[src/rtl/io_bus_arbiter.sv]
// io_bus_arbiter: shares the io-register port between CPU (M0) and DMA (M1)
// round-robin arbitration with a bounded bus lock for bursts
module io_bus_arbiter #(
  parameter int ADDR_W   = 24,
  parameter int DATA_W   = 32,
  parameter int MAX_LOCK = 4
) (
  input  logic              clk_mem,
  input  logic              rst_n,
  input  logic              m0_req,
  input  logic [ADDR_W-1:0] m0_addr,
  input  logic [DATA_W-1:0] m0_wdata,
  input  logic              m0_write,
  input  logic [1:0]        m0_width,
  input  logic              m0_lock,
  output logic              m0_gnt,
  output logic              m0_done,
  output logic [DATA_W-1:0] m0_rdata,
  input  logic              m1_req,
  input  logic [ADDR_W-1:0] m1_addr,
  input  logic [DATA_W-1:0] m1_wdata,
  input  logic              m1_write,
  input  logic [1:0]        m1_width,
  input  logic              m1_lock,
  output logic              m1_gnt,
  output logic              m1_done,
  output logic [DATA_W-1:0] m1_rdata,
  output logic [ADDR_W-1:0] io_addr,
  output logic [DATA_W-1:0] io_wdata,
  output logic              io_read,
  output logic              io_write,
  output logic [1:0]        io_width,
  input  logic [DATA_W-1:0] io_rdata
);

  localparam int CW = (MAX_LOCK > 1) ? $clog2(MAX_LOCK) : 1;
  localparam logic [CW-1:0] CNT_MAX = CW'(MAX_LOCK - 1);

  typedef enum logic {
    IDLE,
    ACCESS
  } state_e;

  state_e            state_q;
  logic              ptr_q;
  logic [CW-1:0]     cnt_q;
  logic              own_q;
  logic [ADDR_W-1:0] cmd_addr_q;
  logic [DATA_W-1:0] cmd_wdata_q;
  logic              cmd_write_q;
  logic [1:0]        cmd_width_q;
  logic              cmd_lock_q;
  logic [1:0]        gnt_q;
  logic [1:0]        done_q;
  logic [DATA_W-1:0] rd0_q;
  logic [DATA_W-1:0] rd1_q;
  logic [ADDR_W-1:0] io_addr_q;
  logic [DATA_W-1:0] io_wdata_q;
  logic              io_read_q;
  logic              io_write_q;
  logic [1:0]        io_width_q;
  logic              io_own_q;

  logic [1:0]        req;
  logic              win;
  logic              sel;
  logic              own_req;
  logic              oth_req;
  logic              lock_go;
  logic              take;
  logic [ADDR_W-1:0] sel_addr;
  logic [DATA_W-1:0] sel_wdata;
  logic              sel_write;
  logic [1:0]        sel_width;
  logic              sel_lock;

  // pick the next command source: arbitration winner or the lock holder
  always_comb begin
    req       = {m1_req, m0_req};
    win       = (&req) ? ptr_q : req[1];
    sel       = (state_q == ACCESS) ? own_q : win;
    own_req   = own_q ? m1_req : m0_req;
    oth_req   = own_q ? m0_req : m1_req;
    lock_go   = cmd_lock_q & own_req &
                (~oth_req | (cnt_q < CNT_MAX));
    take      = (state_q == ACCESS) ? lock_go : (|req);
    sel_addr  = sel ? m1_addr  : m0_addr;
    sel_wdata = sel ? m1_wdata : m0_wdata;
    sel_write = sel ? m1_write : m0_write;
    sel_width = sel ? m1_width : m0_width;
    sel_lock  = sel ? m1_lock  : m0_lock;
  end

  // arbitration FSM with registered grant, io strobe and completion
  always_ff @(posedge clk_mem or negedge rst_n) begin
    if (!rst_n) begin
      state_q     <= IDLE;
      ptr_q       <= 1'b0;
      cnt_q       <= '0;
      own_q       <= 1'b0;
      cmd_addr_q  <= '0;
      cmd_wdata_q <= '0;
      cmd_write_q <= 1'b0;
      cmd_width_q <= '0;
      cmd_lock_q  <= 1'b0;
      gnt_q       <= '0;
      done_q      <= '0;
      rd0_q       <= '0;
      rd1_q       <= '0;
      io_addr_q   <= '0;
      io_wdata_q  <= '0;
      io_read_q   <= 1'b0;
      io_write_q  <= 1'b0;
      io_width_q  <= '0;
      io_own_q    <= 1'b0;
    end else begin
      gnt_q      <= '0;
      done_q     <= '0;
      io_read_q  <= 1'b0;
      io_write_q <= 1'b0;
      if (io_read_q | io_write_q) begin
        done_q[io_own_q] <= 1'b1;
        if (io_read_q) begin
          if (io_own_q) rd1_q <= io_rdata;
          else          rd0_q <= io_rdata;
        end
      end
      if (take) begin
        own_q       <= sel;
        cmd_addr_q  <= sel_addr;
        cmd_wdata_q <= sel_wdata;
        cmd_write_q <= sel_write;
        cmd_width_q <= sel_width;
        cmd_lock_q  <= sel_lock;
        gnt_q[sel]  <= 1'b1;
      end
      unique case (state_q)
        IDLE: begin
          if (take) state_q <= ACCESS;
        end
        ACCESS: begin
          io_addr_q  <= cmd_addr_q;
          io_wdata_q <= cmd_wdata_q;
          io_width_q <= cmd_width_q;
          io_read_q  <= ~cmd_write_q;
          io_write_q <= cmd_write_q;
          io_own_q   <= own_q;
          if (lock_go) begin
            if (oth_req) cnt_q <= cnt_q + CW'(1);
          end else begin
            cnt_q   <= '0;
            ptr_q   <= ~own_q;
            state_q <= IDLE;
          end
        end
        default: state_q <= IDLE;
      endcase
    end
  end

  assign m0_gnt   = gnt_q[0];
  assign m1_gnt   = gnt_q[1];
  assign m0_done  = done_q[0];
  assign m1_done  = done_q[1];
  assign m0_rdata = rd0_q;
  assign m1_rdata = rd1_q;
  assign io_addr  = io_addr_q;
  assign io_wdata = io_wdata_q;
  assign io_read  = io_read_q;
  assign io_write = io_write_q;
  assign io_width = io_width_q;

endmodule

[config.mk]
export PLATFORM = sky130hd
export DESIGN_NAME = io_bus_arbiter
export DESIGN_NICKNAME = d
export VERILOG_FILES = /design/src/rtl/io_bus_arbiter.sv
export SDC_FILE = /design/constraint.sdc
export NUM_CORES = 1
export LEC_CHECK = 0
export BUFFER_PORTS_ARGS = -buffer_cell sky130_fd_sc_hd__buf_4
export CORE_UTILIZATION = 50
export CTS_CLUSTER_DIAMETER = 200
export DETAILED_ROUTE_END_ITERATION = 7
export GPL_TIMING_DRIVEN = 0
export PLACE_DENSITY = 0.8
export SLEW_MARGIN = 20
export SYNTH_ARGS = -nofsm -noshare
export SYNTH_HDL_FRONTEND = slang
export SYNTH_SLANG_ARGS = --single-unit
[constraint.sdc]
create_clock -name clk_mem -period 2.5 [get_ports clk_mem]
set_input_delay 0.5 -clock clk_mem [delete_from_list [all_inputs] [get_ports clk_mem]]
set_output_delay 0.5 -clock clk_mem [all_outputs]
set_load 0.02 [all_outputs]
==> results of run 1 <==
[worst max-delay path: stages (launching register included)]
cell      delay (ns)
dfrtp_1         0.44
nand2b_1        0.21
o21ai_4         0.42
buf_6           0.24
mux2_1          0.36
mux2_2          0.27
[state kept, by name, indices dropped and copies added, names as in the netlist]
| name | cells |
|---|---|
| cmd_addr_q | 24 |
| gnt_q | 2 |
| cnt_q | 2 |
| own_q | 1 |
| m0_rdata | 32 |
| done_q | 2 |
| cmd_write_q | 1 |
| cmd_width_q | 2 |
| state_q | 1 |
| cmd_wdata_q | 32 |
| io_read | 1 |
| io_wdata | 32 |
| m1_rdata | 32 |
| io_write | 1 |
| io_width | 2 |
| cmd_lock_q | 1 |
| ptr_q | 1 |
| io_addr | 24 |
| io_own_q | 1 |
[cells in the mapped netlist (2+ instances only)]
| master | count | area [µm²] |
|---|---|---|
| dfrtp_1 | 194 | 4850 |
| nor2b_1 | 2 | 12.5 |
| inv_1 | 2 | 7.51 |
| nand2_1 | 3 | 11.3 |
| nor2_1 | 5 | 18.8 |
| mux2_1 | 60 | 676 |
| buf_4 | 6 | 45.0 |
| o21ai_0 | 2 | 10.0 |
| nand2b_1 | 2 | 12.5 |
| buf_2 | 8 | 40.0 |
| buf_6 | 6 | 67.6 |
| clkbuf_1 | 3 | 11.3 |
| mux2_2 | 184 | 2070 |
| buf_1 | 3 | 11.3 |
| and2_1 | 2 | 12.5 |
[stage by stage]
stage / TNS [ns] / cell area, µm² / utilization [%] / hold slack [ns] / instances
floorplan: 0 / 7990 / - / 0.204 / 496
CTS: 0 / 11000 / 71.8 / 0.130 / 1023
global route: 0 / 11000 / 71.8 / 0.167 / 1023
global placement: -36.38 / 10400 / 67.5 / 0.434 / 990
finish: 0 / 11000 / 71.8 / 0.0968 / 1023
detailed placement: 0 / 10400 / 67.7 / 0.440 / 991
[worst min path at each step]
| stage | from | end | slack, ns | cells past startpoint |
|---|---|---|---|---|
| 4_1_cts | rst_n | cmd_addr_q[13] | 0.13 | 1 |
| 3_5_place_dp | cmd_write_q | io_read | 0.44 | 1 |
| 2_1_floorplan | rst_n | cmd_addr_q[0] | 0.20 | 0 |
| 3_3_place_gp | cmd_write_q | io_read | 0.43 | 1 |
| 5_1_grt | rst_n | io_addr[14] | 0.17 | 1 |
| 6_report | rst_n | cmd_addr_q[9] | 0.1 | 1 |
[metal layers]
layer	part of all wire, %	vias to the layer above
met5	0	-
met4	2.4	0
met2	53	165
met3	5.6	31
met1	39	2616
li1	-	2378
[cell families after synthesis]
group	count (synthesis)
mux	244
flops	194
buf+inv	28
simple gates	18
compound gates	11
fa+ha+maj	1
[report_power, final]
part	internal, mW	switching, mW	leakage, nW	total (mW)
combinational	3.97	3.65	2.54	7.63
sequential	4.79	0.869	2.28	5.66
clock	1.66	1.15	0.300	2.82
[cell type report]
cell class / count / area, µm²
Sequential cell: 194 / 4850
Fill cell: 1095 / 4340
Multi-Input combinational cell: 274 / 2950
Timing Repair Buffer: 284 / 2160
Clock buffer: 21 / 470
Tap cell: 211 / 264
Buffer: 26 / 175
Clock inverter: 11 / 150
Inverter: 2 / 7.51
==> results.txt, run 1 <==
----------------------------------------------------
[Logic synthesis]
  Simple-gate area share of the yosys netlist ... under 10%
  Yosys warns ... 0
  Flip-flop and latch count after synthesis ... approximately 190
  Sequential area share after synthesis ... between 60% and 70%
  Count of unique library cells instantiated by Yosys ... 29
  Synthesized-area fraction occupied by ao, oa, aoi and oai cells ... approximately 1.2%
  Number of enable flip-flop cells after synthesis ... 0
  Area share of fa/ha/maj cells after synthesis ... less than 1%
  Main combinational cell family by area after synthesis ... multiplexers
  Number of instances in the synthesized netlist ... approximately 500
  Multiplexer fraction of the synthesized cell area ... between 30% and 40%
  Most used DFF post-synth ... dfrtp_1
  Xor and xnor fraction of the mapped netlist area ... 0%
  Synth Area per Inst ... about 16 µm²
  Async set or reset register ratio after synthesis ... between 90% and 100%
  Post-synthesis instance area ... between 7000 and 8000 µm²
  Post-synth net total ... ~650

[CTS]
  Total clock sinks ... 194
  Clock transition time at the flip-flop clock pins of the worst setup and hold paths ... approximately 0.060 ns
  TritonCTS clock tree ... built
  CTS H-tree lvls ... 4
  Skew-Pair Late Insertion Delay ... roughly 0.42 ns
  Setup Fix Bufs, Post-CTS ... 0
  Buffers from clock root to sink, at most ... 2
  Number of gates resized after cts ... 0
  TritonCTS Buffers ... 17
  CTS Hold Buffers Added ... 0
  Clock root buffer master ... clkbuf_16

[Timing]
  Worst slew pin tran ... between 0.7 and 0.8 ns
  Crit share post-route ... roughly 80%
  Fmax ... 0.487 GHz
  Number of max-slew violations in the final report ... 0
  Final-report hold violation count ... 0
  Setup repair after global routing missed its margin ... no
  Setup-violating endpoint count in the final report ... 0
  Clock skew ... 0.0103 ns
  Final critical delay including setup and external delays ... 2.05 ns
  Worst slew margin ... between 40% and 50%
  Final worst setup slack ... 0.445 ns

[GRT]
  Global routing usage on met3 ... about 5.7%
  First-pass GRT wire length ... between 20000 and 30000 µm
  Overflow after GRT ... 0
  Initial antenna violation count ... 0
  Met2 GRT Util ... a little over two fifths
  Met1 demand-to-capacity share in global routing ... 26.7%
  Via count of the first global-routing pass ... between 5000 and 6000
  Total global routing track utilization ... between 20% and 30%
  Pin count of the biggest net entering global routing ... 102
  Highest-utilization routing layer at the global route stage ... met2

[Power]
  Pwr dens ... about 1500 nW/µm²
  Overall power ... between 15 and 20 mW
  Maximum VDD drop ... about 0.00066 V
  Static leakage ... ~5 nW

[Run]
  Max capacitance violation total ... 0

[Critical path]
  Worst r2r path cells ... 5
  Capturing element type of the critical path ... flip-flop
  End of the worst register-to-register path ... cmd_wdata_q[23]
  Worst reg2reg setup slack ... 0.45 ns
  Highest fanout seen on the critical path ... 10
  Data arrival, critical path ... around 2.4 ns
  Required time of the critical path ... between 2 and 3 ns
  Startpoint of the most critical register-to-register path ... state_q
  Kind of critical path ... flip-flop to flip-flop
  CP Launch Type ... flip-flop
  CP endpoint ... cmd_wdata_q[23]
  Crit path launch ... state_q

[Drt]
  Number of DRC markers in iteration 0 ... between 200 and 250
  Detailed-route DRC error count ... 0
  Post-DRT Antenna Nets ... 0
  Via/cell ratio ... between 5 and 6
  Via count ... a little over 5000
  Wire length per cell ... about 18 µm
  Number of search-and-repair iterations in the first detailed-routing pass ... 4
  Total Routed Length ... roughly 19000 µm

[Die]
  Vertical die dimension ... 128 µm
  Number of core rows ... 45
  Starting density of the core ... approximately 52%
  CORE AREA ... 15400 µm²
  Overall die area ... about 16000 µm²
  I/O Pins ... approximately 280
  Die outline width ... between 100 and 150 µm

[Final layout]
  Fraction of layout cells with a size suffix above 1 ... 64.4%
  Most frequent cells in the layout ... buf_4 (288), dfrtp_1 (194), mux2_2 (184), mux2_1 (60), clkbuf_16 (17)
  Most frequent standard cell in the layout excluding fill and tap cells ... buf_4
  Syn-to-layout area delta ... 38.1%
  Number of nets in the layout ... approximately 960
  Antenna diode count ... 0

[Worst hold path]
  Worst min-delay path class ... input pin to asynchronous set/reset pin

[Place]
  Weighted congestion reported at the end of routability-driven placement ... a little under 0.8
  Pre-CTS setup slack ... around 0.23 ns
  Number of port buffers ... approximately 280
  Half-perimeter wire length after detailed placement ... approximately 14000 µm

[Run status]
  Run status ... finished clean

----------------------------------------------------
(Power assumes the default switching activity.)
==> run 2: changes to the inputs <==
Settings changed: CORE_UTILIZATION 50 to 45, PLACE_DENSITY 0.8 to 0.76.
Clock period 2.5 ns to 1.7 ns, I/O delays scaled along.
==> run 2 against run 1 <==
The run now ends with setup timing left. Final cell count up 2.8%. Largest power group unchanged. Via count up 0.94%. Critical endpoint is now cmd_addr_q[22]. Hold slack improved by 0.057 ns. Combinational power grew 74%. Largest cell class unchanged. Flip-flop and latch count unchanged. Power grew 59%. First-iteration DRC count decreased by 40%. Global-route usage fell by 1.9 points. Critical path type unchanged.
==> results.txt, run 2 (synthesis results as in run 1) <==
----------------------------------------------------
[GRT]
  Pin count of the biggest net entering global routing ... 107 (+4.9%)
  Overflow after GRT ... 0 (unchanged)
  First-pass GRT wire length ... 29800 µm (+2.6%)
  Initial antenna violation count ... 0 (unchanged)
  Via count of the first global-routing pass ... 5732 (+1.5%)
  Total global routing track utilization ... 21.4% (-1.9 points)

[Critical path]
  Top cell by count, worst path ... buf_12
  CP Launch Type ... flip-flop
  Worst r2r path cells ... 6 (+1)
  Highest fanout seen on the critical path ... 10 (unchanged)
  Worst Path Buf+Inv ... 2 (+1)
  Ordered cell list for the critical path ... nand2b_4 -> o21ai_4 -> buf_12 -> buf_12 -> mux2_1 -> mux2_2
  Kind of cell with the highest combined delay on the critical path ... multiplexers
  End of the worst register-to-register path ... cmd_addr_q[22]
  Kind of critical path ... flip-flop to flip-flop
  Standard cell with the maximum stage delay on the critical path ... dfrtp_2
  Startpoint of the most critical register-to-register path ... state_q
  Capturing element type of the critical path ... flip-flop
  Biggest cell delay along the critical path ... 0.42 ns (-0.02 ns)
  Required time of the critical path ... 2.00 ns (-0.81 ns)
  Worst reg2reg setup slack ... -0.1 ns (-0.54 ns)
  Data arrival, critical path ... 2.10 ns (-0.26 ns)

[Timing]
  Final critical delay including setup and external delays ... 1.80 ns (-0.255 ns)
  Setup repair after global routing missed its margin ... yes
  Worst slew pin tran ... 0.657 ns (-0.102 ns)
  Worst slew margin ... 56.2% (+6.8 points)
  Setup-violating endpoint count in the final report ... 60 (+60)
  Number of max-slew violations in the final report ... 0 (unchanged)
  Final worst setup slack ... -0.0997 ns (-0.545 ns)
  Fmax ... 0.556 GHz (+14%)
  Final-report hold violation count ... 0 (unchanged)
  Clock skew ... 0.00801 ns (-0.00229 ns)
  Crit share post-route ... 106% (+24 points)

[Worst hold path]
  Worst min-delay path endpoint ... m1_rdata[31]
  Hold path startpoint ... io_rdata[31]
  Instance count along the most critical hold path ... 2
  Worst min-delay path class ... input pin to flip-flop

[Die]
  Number of core rows ... 48 (+6.7%)
  Starting density of the core ... 46.2% (-5.8 points)
  Vertical die dimension ... 135 µm (+5.3%)
  Die outline width ... 135 µm (+5.3%)
  CORE AREA ... 17300 µm² (+13%)
  I/O Pins ... 284 (unchanged)
  Overall die area ... 18300 µm² (+11%)

[Final layout]
  Non-filler instance count after layout ... 1052 (+2.8%)
  Syn-to-layout area delta ... 46.1%
  Summed area of non-filler cells in the final layout ... 11700 µm² (+5.8%)
  Number of nets in the layout ... 971 (+1.6%)
  Most frequent cells in the layout ... buf_4 (289), dfrtp_1 (192), mux2_2 (139), mux2_4 (84), mux2_1 (21)
  Fraction of layout cells with a size suffix above 1 ... 70.9% (+6.4 points)
  Antenna diode count ... 0 (unchanged)
  Most frequent standard cell in the layout excluding fill and tap cells ... buf_4

[Drt]
  Wire length per cell ... 18.6 µm (+2.0%)
  Number of search-and-repair iterations in the first detailed-routing pass ... 4 (unchanged)
  Post-DRT Antenna Nets ... 0 (unchanged)
  DR WL met3 ... 946 µm (-9.7%)
  Via/cell ratio ... 4.98 (-1.8%)
  Topmost layer with routed signal wires ... met4
  Via count ... 5239 (+0.94%)
  Number of DRC markers in iteration 0 ... 122 (-40%)
  Met2 wire length ... 10400 µm (+4.6%)
  Total Routed Length ... 19500 µm (+4.9%)
  Detailed-route DRC error count ... 0 (unchanged)
  M1 wire length ... 7820 µm (+8.1%)

[CTS]
  CTS H-tree lvls ... 4 (unchanged)
  TritonCTS clock tree ... built
  Skew-Pair Late Insertion Delay ... 0.42 ns (about the same)
  TritonCTS Buffers ... 17 (unchanged)
  Total clock sinks ... 194 (unchanged)
  Clock transition time at the flip-flop clock pins of the worst setup and hold paths ... 0.07 ns (about the same)
  Buffers from clock root to sink, at most ... 2 (unchanged)
  Clock root buffer master ... clkbuf_16

[Power]
  Share of total power in combinational logic ... 51.9% (+4.5 points)
  Pwr dens ... 2190 nW/µm² (+50%)
  Maximum VDD drop ... 0.00110 V (+65%)
  Static leakage ... 5.62 nW (+9.7%)
  Sequential share of power ... 32.7% (-2.5 points)
  Net switching power ... 8.98 mW (+58%)
  Overall power ... 25.5 mW (+59%)
  Clock power frac ... 15.3% (-2.2 points)
  Power Internal ... 16.6 mW (+59%)
  Net Sw Frac ... 35.1% (-0.12 points)

[Run status]
  Run status ... complete, but fails checks
  Violated checks ... setup timing

[Place]
  Number of port buffers ... 283 (unchanged)
  Cell area reported after detailed placement ... 10400 µm² (+0.24%)
  Post-placement cell count ... 1005 (+1.4%)
  Half-perimeter wire length after detailed placement ... 14000 µm (-0.31%)
  Weighted congestion reported at the end of routability-driven placement ... 0.742 (-4.0%)

[Run]
  Max capacitance violation total ... 0 (unchanged)

----------------------------------------------------
-- run 2: how the worst max path moves through the flow --
| stage | startpoint | end | depth (start not counted) |
|---|---|---|---|
| floorplan | state_q | cmd_wdata_q[1] | 5 |
| CTS | state_q | cmd_wdata_q[1] | 6 |
| global route | cnt_q[0] | cmd_addr_q[22] | 7 |
| global placement | rst_n | cmd_addr_q[14] | 1 |
| finish | state_q | cmd_addr_q[22] | 6 |
| detailed placement | m0_req | cmd_write_q | 6 |
-- run 2: what timing repair did --
| action | 4_1_cts | 5_1_grt |
|---|---|---|
| pin swaps | 2 | 1 |
| hold endpoints to repair | 88 | 0 |
| gates resized for setup | 74 | 57 |
| hold buffers | 1 | 0 |
| endpoints found under the setup margin | 106 | 82 |
| gates cloned | 1 | 2 |
| buffers inserted | 9 | 2 |
-- run 2: area by class of cell --
cell class	count	area, µm²
plain buffers	26	300
clock buffers	18	439
clock inverters	14	140
fillers	1261	5630
inverters	2	7.51
multi-input cells	274	3280
flip-flops and latches	194	4860
well taps	225	282
repair buffers	299	2360
-- run 2: worst register-to-register path, stage by stage (launching register included) --
cell	delay (ns)
dfrtp_2	0.42
nand2b_4	0.16
o21ai_4	0.17
buf_12	0.18
buf_12	0.17
mux2_1	0.34
mux2_2	0.26
-- run 2: power groups by stage --
stage | registers [mW] | logic, mW | clock network [mW]
after detailed placement | 8.41 | 11.4 | 0
after CTS | 8.34 | 12.6 | 4.00
after global routing | 8.64 | 14.0 | 4.19
final | 8.37 | 13.3 | 3.91
after global placement | 8.21 | 11.0 | 0
after floorplan | 10.1 | 5.21 | 0
-- run 2: stage by stage --
| stage | setup TNS [ns] | setup WS [ns] | util (%) | hold WS [ns] |
|---|---|---|---|---|
| finish | -3.67 | -0.0997 | 67.5 | 0.154 |
| global route | -7.15 | -0.158 | 67.5 | 0.141 |
| CTS | -4.32 | -0.114 | 66.0 | 0.133 |
| detailed placement | -31.54 | -0.450 | 60.4 | 0.394 |
| global placement | -186.53 | -0.846 | 60.1 | 0.433 |
| floorplan | 0 | 0.000456 | - | 0.0444 |
-- run 2: per-layer routing --
| layer | up-vias | track usage [%] |
|---|---|---|
| met4 | 0 | 7.99 |
| li1 | 2401 | - |
| met3 | 30 | 4.34 |
| met5 | - | 0 |
| met2 | 161 | 38.2 |
| met1 | 2647 | 25.4 |
